[config.mk]
export PLATFORM = sky130hd
export DESIGN_NAME = qbus_arbiter_flat
export DESIGN_NICKNAME = d
export VERILOG_FILES = /design/src/rtl/vm1_bus_pkg.sv /design/src/rtl/qbus_arbiter_if.sv /design/src/rtl/bus_timer.sv /design/src/rtl/qbus_arbiter.sv /design/src/flat_wrapper.sv
export SDC_FILE = /design/constraint.sdc
export NUM_CORES = 1
export LEC_CHECK = 0
export CAP_MARGIN = 20
export CORE_ASPECT_RATIO = 1.2
export CORE_UTILIZATION = 40
export DETAILED_ROUTE_END_ITERATION = 12
export HOLD_SLACK_MARGIN = 0.12
export PLACE_DENSITY = 0.82
export SLEW_MARGIN = 30
export SYNTH_ARGS = -nofsm -noshare
export SYNTH_HDL_FRONTEND = slang
export SYNTH_SLANG_ARGS = --single-unit
[constraint.sdc]
create_clock -name clk -period 5.2 [get_ports clk]
set_input_delay 0.52 -clock clk [delete_from_list [all_inputs] [get_ports clk]]
set_output_delay 0.52 -clock clk [all_outputs]
set_load 0.005 [all_outputs]
[src/rtl/vm1_bus_pkg.sv]
// Shared 1801VM1 system-bus definitions: arbiter state encoding, bus owner
// encoding, the latched transfer record and the default reply timeout.
package vm1_bus_pkg;

  typedef enum logic [2:0] {S_IDLE, S_ADDR, S_DATA, S_REL, S_ERR} state_t;
  typedef enum logic {OWN_CPU, OWN_DMA} owner_t;

  localparam int BUS_TIMEOUT_DEF = 63;

  // Transfer captured at arbitration time and held for the whole bus cycle.
  typedef struct packed {
    owner_t      owner;
    logic        we;
    logic        bt;
    logic [15:0] addr;
    logic [15:0] wdata;
  } xfer_t;

  // Counter width able to hold the timeout load value (at least one bit).
  function automatic int timer_width(input int n);
    return (n < 2) ? 1 : $clog2(n + 1);
  endfunction

endpackage

[src/rtl/qbus_arbiter_if.sv]
// Request/bus bundle of qbus_arbiter. "slave" is the arbiter side (it serves
// the CPU and DMA requesters); "master" is the requester/bus-slave side.
interface qbus_arbiter_if;
  logic        cpu_dati, cpu_dato, cpu_byte;
  logic [15:0] cpu_addr, cpu_wdata;
  logic        cpu_done;
  logic        dma_req, dma_we, dma_byte;
  logic [15:0] dma_addr, dma_wdata;
  logic        dma_gnt, dma_done;
  logic [15:0] rdata;
  logic        xfer_err;
  logic        SYNC, DIN, DOUT, WTBT, BSY;
  logic [15:0] addr_o, data_o, data_i;
  logic        RPLY;

  modport slave (
    input  cpu_dati, cpu_dato, cpu_byte, cpu_addr, cpu_wdata,
    input  dma_req, dma_we, dma_byte, dma_addr, dma_wdata,
    input  data_i, RPLY,
    output cpu_done, dma_gnt, dma_done, rdata, xfer_err,
    output SYNC, DIN, DOUT, WTBT, BSY, addr_o, data_o
  );

  modport master (
    output cpu_dati, cpu_dato, cpu_byte, cpu_addr, cpu_wdata,
    output dma_req, dma_we, dma_byte, dma_addr, dma_wdata,
    output data_i, RPLY,
    input  cpu_done, dma_gnt, dma_done, rdata, xfer_err,
    input  SYNC, DIN, DOUT, WTBT, BSY, addr_o, data_o
  );
endinterface

[src/rtl/bus_timer.sv]
// Loadable down-counter used as the data-phase reply watchdog. Stops at zero;
// load has priority over enable.
module bus_timer #(
  parameter int           W    = 6,
  parameter logic [W-1:0] INIT = '0
) (
  input  logic clk,
  input  logic reset_n,
  input  logic load,
  input  logic en,
  output logic zero
);

  logic [W-1:0] cnt_q, cnt_d;

  // next count: reload, or count down while enabled and not yet at zero
  always_comb begin
    cnt_d = cnt_q;
    if (load)                  cnt_d = INIT;
    else if (en && cnt_q != '0) cnt_d = cnt_q - W'(1);
  end

  // count register
  always_ff @(posedge clk or negedge reset_n)
    if (!reset_n) cnt_q <= '0;
    else          cnt_q <= cnt_d;

  assign zero = (cnt_q == '0);

endmodule

[src/rtl/qbus_arbiter.sv]
// Two-master (CPU / DMA) arbiter and cycle sequencer for the 1801VM1 bus.
// Each transfer runs address phase, data phase, reply release; all bus
// strobes and status outputs are registered and advance only on ce.
// Macro QBUS_ARB_TIMEOUT_EN adds the RPLY watchdog and the S_ERR path;
// without it the data phase waits for RPLY forever and xfer_err stays 0.
module qbus_arbiter
  import vm1_bus_pkg::*;
#(
  parameter int BUS_TIMEOUT = BUS_TIMEOUT_DEF
) (
  input logic          clk,
  input logic          reset_n,
  input logic          ce,
  qbus_arbiter_if.slave bus
);

  state_t      state_q, state_d;
  xfer_t       req_q, req_d;
  logic        sync_q, sync_d, din_q, din_d, dout_q, dout_d, wtbt_q, wtbt_d;
  logic        gnt_q, gnt_d, cdone_q, cdone_d, ddone_q, ddone_d, err_q, err_d;
  logic [15:0] addr_q, addr_d, wdat_q, wdat_d, rdata_q, rdata_d;
  xfer_t       cpu_x, dma_x;
  logic        tmr_zero;

  // read wins when the CPU raises both dati and dato
  assign cpu_x = '{owner: OWN_CPU, we: bus.cpu_dato & ~bus.cpu_dati, bt: bus.cpu_byte,
                   addr: bus.cpu_addr, wdata: bus.cpu_wdata};
  assign dma_x = '{owner: OWN_DMA, we: bus.dma_we, bt: bus.dma_byte,
                   addr: bus.dma_addr, wdata: bus.dma_wdata};

`ifdef QBUS_ARB_TIMEOUT_EN
  localparam int            TW    = timer_width(BUS_TIMEOUT);
  localparam logic [TW-1:0] TLOAD = TW'(BUS_TIMEOUT);

  logic tmr_load, tmr_en;
  assign tmr_load = ce && (state_q == S_IDLE) && (state_d == S_ADDR);
  assign tmr_en   = ce && (state_q == S_DATA) && !bus.RPLY;

  bus_timer #(.W(TW), .INIT(TLOAD)) u_timer (
    .clk    (clk),
    .reset_n(reset_n),
    .load   (tmr_load),
    .en     (tmr_en),
    .zero   (tmr_zero)
  );
`else
  logic unused_timeout;
  assign unused_timeout = ^BUS_TIMEOUT;
  assign tmr_zero       = 1'b0;
`endif

  // sequencer next state; outputs are computed for the state being entered
  always_comb begin
    state_d = state_q;
    req_d   = req_q;
    sync_d  = sync_q;
    din_d   = din_q;
    dout_d  = dout_q;
    wtbt_d  = wtbt_q;
    gnt_d   = gnt_q;
    addr_d  = addr_q;
    wdat_d  = wdat_q;
    rdata_d = rdata_q;
    cdone_d = 1'b0;
    ddone_d = 1'b0;
    err_d   = 1'b0;
    case (state_q)
      S_IDLE: if (bus.dma_req || bus.cpu_dati || bus.cpu_dato) begin
        req_d   = bus.dma_req ? dma_x : cpu_x;
        state_d = S_ADDR;
        sync_d  = 1'b1;
        wtbt_d  = req_d.bt;
        addr_d  = req_d.addr;
        wdat_d  = req_d.we ? req_d.wdata : 16'h0;
        gnt_d   = (req_d.owner == OWN_DMA);
      end
      S_ADDR: begin
        state_d = S_DATA;
        wtbt_d  = 1'b0;
        din_d   = ~req_q.we;
        dout_d  = req_q.we;
      end
      S_DATA: begin
        // RPLY beats an expiring watchdog in the same cycle
        if (bus.RPLY || tmr_zero) begin
          if (bus.RPLY && !req_q.we) rdata_d = bus.data_i;
          cdone_d = (req_q.owner == OWN_CPU);
          ddone_d = (req_q.owner == OWN_DMA);
          err_d   = !bus.RPLY;
          sync_d  = 1'b0;
          din_d   = 1'b0;
          dout_d  = 1'b0;
          state_d = bus.RPLY ? S_REL : S_ERR;
        end
      end
      S_REL: if (!bus.RPLY) begin
        state_d = S_IDLE;
        gnt_d   = 1'b0;
      end
      S_ERR: begin
        state_d = S_IDLE;
        gnt_d   = 1'b0;
      end
      default: state_d = S_IDLE;
    endcase
  end

  // state and registered outputs, frozen while ce is low
  always_ff @(posedge clk or negedge reset_n)
    if (!reset_n) begin
      state_q <= S_IDLE;
      req_q   <= '0;
      sync_q  <= 1'b0;
      din_q   <= 1'b0;
      dout_q  <= 1'b0;
      wtbt_q  <= 1'b0;
      gnt_q   <= 1'b0;
      cdone_q <= 1'b0;
      ddone_q <= 1'b0;
      err_q   <= 1'b0;
      addr_q  <= 16'h0;
      wdat_q  <= 16'h0;
      rdata_q <= 16'h0;
    end else if (ce) begin
      state_q <= state_d;
      req_q   <= req_d;
      sync_q  <= sync_d;
      din_q   <= din_d;
      dout_q  <= dout_d;
      wtbt_q  <= wtbt_d;
      gnt_q   <= gnt_d;
      cdone_q <= cdone_d;
      ddone_q <= ddone_d;
      err_q   <= err_d;
      addr_q  <= addr_d;
      wdat_q  <= wdat_d;
      rdata_q <= rdata_d;
    end

  assign bus.SYNC     = sync_q;
  assign bus.BSY      = sync_q;
  assign bus.DIN      = din_q;
  assign bus.DOUT     = dout_q;
  assign bus.WTBT     = wtbt_q;
  assign bus.dma_gnt  = gnt_q;
  assign bus.cpu_done = cdone_q;
  assign bus.dma_done = ddone_q;
  assign bus.xfer_err = err_q;
  assign bus.addr_o   = addr_q;
  assign bus.data_o   = wdat_q;
  assign bus.rdata    = rdata_q;

endmodule

[src/flat_wrapper.sv]
// flat-port wrapper written by rule: the top's interface ports become plain ports
module qbus_arbiter_flat import vm1_bus_pkg::*;
#(
  parameter int BUS_TIMEOUT = BUS_TIMEOUT_DEF
)
  (clk, reset_n, ce, bus_cpu_dati, bus_cpu_dato, bus_cpu_byte, bus_cpu_addr, bus_cpu_wdata, bus_dma_req, bus_dma_we, bus_dma_byte, bus_dma_addr, bus_dma_wdata, bus_data_i, bus_RPLY, bus_cpu_done, bus_dma_gnt, bus_dma_done, bus_rdata, bus_xfer_err, bus_SYNC, bus_DIN, bus_DOUT, bus_WTBT, bus_BSY, bus_addr_o, bus_data_o);
  qbus_arbiter_if bus_i ();
  input logic clk;
  input logic reset_n;
  input logic ce;
  input wire logic [$bits(bus_i.cpu_dati)-1:0] bus_cpu_dati;
  input wire logic [$bits(bus_i.cpu_dato)-1:0] bus_cpu_dato;
  input wire logic [$bits(bus_i.cpu_byte)-1:0] bus_cpu_byte;
  input wire logic [$bits(bus_i.cpu_addr)-1:0] bus_cpu_addr;
  input wire logic [$bits(bus_i.cpu_wdata)-1:0] bus_cpu_wdata;
  input wire logic [$bits(bus_i.dma_req)-1:0] bus_dma_req;
  input wire logic [$bits(bus_i.dma_we)-1:0] bus_dma_we;
  input wire logic [$bits(bus_i.dma_byte)-1:0] bus_dma_byte;
  input wire logic [$bits(bus_i.dma_addr)-1:0] bus_dma_addr;
  input wire logic [$bits(bus_i.dma_wdata)-1:0] bus_dma_wdata;
  input wire logic [$bits(bus_i.data_i)-1:0] bus_data_i;
  input wire logic [$bits(bus_i.RPLY)-1:0] bus_RPLY;
  output wire logic [$bits(bus_i.cpu_done)-1:0] bus_cpu_done;
  output wire logic [$bits(bus_i.dma_gnt)-1:0] bus_dma_gnt;
  output wire logic [$bits(bus_i.dma_done)-1:0] bus_dma_done;
  output wire logic [$bits(bus_i.rdata)-1:0] bus_rdata;
  output wire logic [$bits(bus_i.xfer_err)-1:0] bus_xfer_err;
  output wire logic [$bits(bus_i.SYNC)-1:0] bus_SYNC;
  output wire logic [$bits(bus_i.DIN)-1:0] bus_DIN;
  output wire logic [$bits(bus_i.DOUT)-1:0] bus_DOUT;
  output wire logic [$bits(bus_i.WTBT)-1:0] bus_WTBT;
  output wire logic [$bits(bus_i.BSY)-1:0] bus_BSY;
  output wire logic [$bits(bus_i.addr_o)-1:0] bus_addr_o;
  output wire logic [$bits(bus_i.data_o)-1:0] bus_data_o;
  assign bus_i.cpu_dati = bus_cpu_dati;
  assign bus_i.cpu_dato = bus_cpu_dato;
  assign bus_i.cpu_byte = bus_cpu_byte;
  assign bus_i.cpu_addr = bus_cpu_addr;
  assign bus_i.cpu_wdata = bus_cpu_wdata;
  assign bus_i.dma_req = bus_dma_req;
  assign bus_i.dma_we = bus_dma_we;
  assign bus_i.dma_byte = bus_dma_byte;
  assign bus_i.dma_addr = bus_dma_addr;
  assign bus_i.dma_wdata = bus_dma_wdata;
  assign bus_i.data_i = bus_data_i;
  assign bus_i.RPLY = bus_RPLY;
  assign bus_cpu_done = bus_i.cpu_done;
  assign bus_dma_gnt = bus_i.dma_gnt;
  assign bus_dma_done = bus_i.dma_done;
  assign bus_rdata = bus_i.rdata;
  assign bus_xfer_err = bus_i.xfer_err;
  assign bus_SYNC = bus_i.SYNC;
  assign bus_DIN = bus_i.DIN;
  assign bus_DOUT = bus_i.DOUT;
  assign bus_WTBT = bus_i.WTBT;
  assign bus_BSY = bus_i.BSY;
  assign bus_addr_o = bus_i.addr_o;
  assign bus_data_o = bus_i.data_o;
  qbus_arbiter #(.BUS_TIMEOUT(BUS_TIMEOUT)) u_core (.clk(clk), .reset_n(reset_n), .ce(ce), .bus(bus_i));
endmodule
==> impl_metrics.env <==
export IMPL_outcome="completed"
export IMPL_yosys_warnings=0
export IMPL_fmax_ghz=0.410
export IMPL_die_h_um=91.8
export IMPL_fin_skew_ns=0.00566
export IMPL_start_kind="primary input"
export IMPL_syn_to_final_growth_pct=64.0
export IMPL_post_drt_wl_per_cell_um=13.8
export IMPL_overflow=0
export IMPL_gp_congestion=0.739
export IMPL_cts_resized_gates=0
export IMPL_drtPass1Iterations=4
export IMPL_cts_num_sinks=59
export IMPL_dieWidth_um=76.8
export IMPL_drt_iter0_drc=50
export IMPL_dp_worst_setup_slack_ns=2.39
export IMPL_grt_pass1_vias=2389
export IMPL_die_area_um2=7050
export IMPL_worstSkewPairLatency_ns=0.32
export IMPL_drv_cap=0
export IMPL_leakagePower_uw=0.00195
export IMPL_hold_viol_final=0
export IMPL_wl_mm=6.47
export IMPL_nFillCells=513
export IMPL_final_antenna_net_count=0
export IMPL_antenna_found_initial=0
export IMPL_diodes=0
export IMPL_synthDominantCellAreaShare=0.550
export IMPL_holdWs_ns=0.350
export IMPL_final_design_area_no_fill_um2=4410
export IMPL_multi_input_area_um2=1140
export IMPL_start_util=0.417
export IMPL_mostFrequentLayoutCell="clkdlybuf4s50_1"
export IMPL_setup_viol=0
export IMPL_synth_top_area_cell="dfrtp_1"
export IMPL_rows=32
export IMPL_dpl_cell_area_um2=4220
export IMPL_cts_tree="built"
export IMPL_worst_pin_slew_ns=0.762
export IMPL_cp_max_fo=16
export IMPL_seqCellArea_um2=1480
export IMPL_yosysSeqAreaShare=0.550
export IMPL_io_buffers=145
export IMPL_vias_per_cell=4.85
export IMPL_grt_max_degree=60
export IMPL_yosysUniqueCellTypes=27
export IMPL_crit_type="primary input to register"
export IMPL_hold_path_class="primary input to asynchronous set/reset pin"
export IMPL_syn_inst=235
export IMPL_synth_nets=330
export IMPL_peakVddDrop_mv=0.250
export IMPL_syn_area_um2=2690
export IMPL_min_period_ns=2.44
export IMPL_finalCritPeriodShare=0.469
export IMPL_synth_seq_cells=59
export IMPL_grt_pass1_wl_mm=10.8
export IMPL_setup_tns_ns=0
export IMPL_syn_area_per_cell_um2=11.4
export IMPL_worstPathRequired_ns=5.40
export IMPL_cts_buffers=9
export IMPL_io_pins=147
export IMPL_fin_util=0.683
export IMPL_final_cell_mix="clkdlybuf4s50_1 (143), dfrtp_1 (59), nand2_1 (39), mux2i_1 (35), o21ai_1 (32)"
export IMPL_p_per_area_nw_per_um2=477
export IMPL_layout_nets=476
export IMPL_dpl_hpwl_mm=4.97
export IMPL_ys_top_cells_by_area="dfrtp_1 (55%), mux2i_1 (13%), mux2_1 (7.5%), o21ai_1 (6.0%), nand2_1 (5.4%)"
export IMPL_cts_max_path_buffers=2
export IMPL_coreArea_um2=6450
export IMPL_dr_total_vias=2276
export IMPL_cts_hold_buffers=0
export IMPL_grt_total_usage=0.198
export IMPL_cts_setup_buffers=0
export IMPL_rsz0062_at_grt="false"
export IMPL_slew_viol_final=0
export IMPL_endpoint_kind="register"
export IMPL_drive_gt1_frac=0.0573
export IMPL_cts_clk_slew_worst_paths_ns=0.06
export IMPL_max_slew_margin=0.491
export IMPL_htreeDepth=3
export IMPL_postLayoutSetupSlackWorst_ns=2.76
export IMPL_clock_root_buffer="clkbuf_8"
export IMPL_crit_arrival_ns=2.64
export IMPL_drc_errors=0
registers in the layout (all words and copies together), names as in the netlist, 2 cells and up:
name and cells:
u_core.bus.rdata 16, u_core.bus.data_o 16, u_core.state_q 2, u_core.req_q 2, u_core.bus.addr_o 16
critical path, cell delays in order:
cell,delay [ns]
clkdlybuf4s50_1,0.78
nor2b_1,0.23
nand3_1,0.56
mux2_1,0.54
area by class of cell:
type / instances / area share
Multi-Input combinational cell: 157 / 0.259
Clock inverter: 3 / 0.00909
Sequential cell: 59 / 0.335
Tap cell: 85 / 0.0241
Clock buffer: 11 / 0.0321
Inverter: 4 / 0.00341
Timing Repair Buffer: 150 / 0.337
worst paths after layout:
path | from | end | slack, ns | cells past startpoint
setup / recovery | ce | u_core.bus.rdata[2] | 2.76 | 4
hold / removal | reset_n | u_core.bus.rdata[1] | 0.35 | 2
setup reg to reg | u_core.state_q[0] | u_core.bus.rdata[2] | 3.06 | 4
hold reg to reg | u_core.bus.addr_o[15] | u_core.bus.addr_o[15] | 0.48 | 2
max in group asynchronous | reset_n | u_core.bus.addr_o[1] | 4.36 | 2
min in group clk | u_core.bus.addr_o[15] | u_core.bus.addr_o[15] | 0.48 | 2
power breakdown:
part | internal, µW | total [µW] | switching (µW)
clock network | 227 | 387 | 159
registers | 683 | 812 | 129
logic | 581 | 905 | 324
layer usage:
metal  vias up  wire (µm)  global-route usage
li1       1113          -                   -
met1      1038       2590               0.227
met2       106       3200               0.332
met3        19        482              0.0547
met4         0        197               0.109
met5         -          0                   0
cell families after synthesis:
logic type	after synthesis	share of synthesized area
AND/OR/NAND/NOR	54	0.0941
AO/OA/AOI/OAI	44	0.0932
multiplexers	53	0.206
buffers and inverters	19	0.0326
adder cells (fa/ha/maj)	5	0.0233
other	1	0.00140
flip-flops	59	0.550
Yosys cell counts:
cell	count
dfrtp_1	59
nand2_1	39
mux2i_1	35
o21ai_1	32
mux2_1	18
clkbuf_1	8
ha_1	5
buf_2	4
inv_1	4
nor2b_1	4
o2bb2ai_1	4
buf_4	3
nand3_1	3
a31oi_1	2
nand4_1	2
o21ai_0	2
a211o_1	1
a21o_1	1
conb_1	1
nand2b_1	1
nand4b_1	1
nor3b_1	1
nor4b_1	1
o21bai_1	1
o311ai_1	1
or3b_1	1
or4b_4	1
per-stage QoR:
| stage | std cells | power (µW) |
|---|---|---|
| finish | 469 | 2100 |
| detailed placement | 455 | 1740 |
| floorplan | 235 | 1140 |
| CTS | 469 | 2130 |
| global route | 469 | 2260 |
| global placement | 453 | 1690 |
No activity file was read; power rests on OpenSTA's default activity.
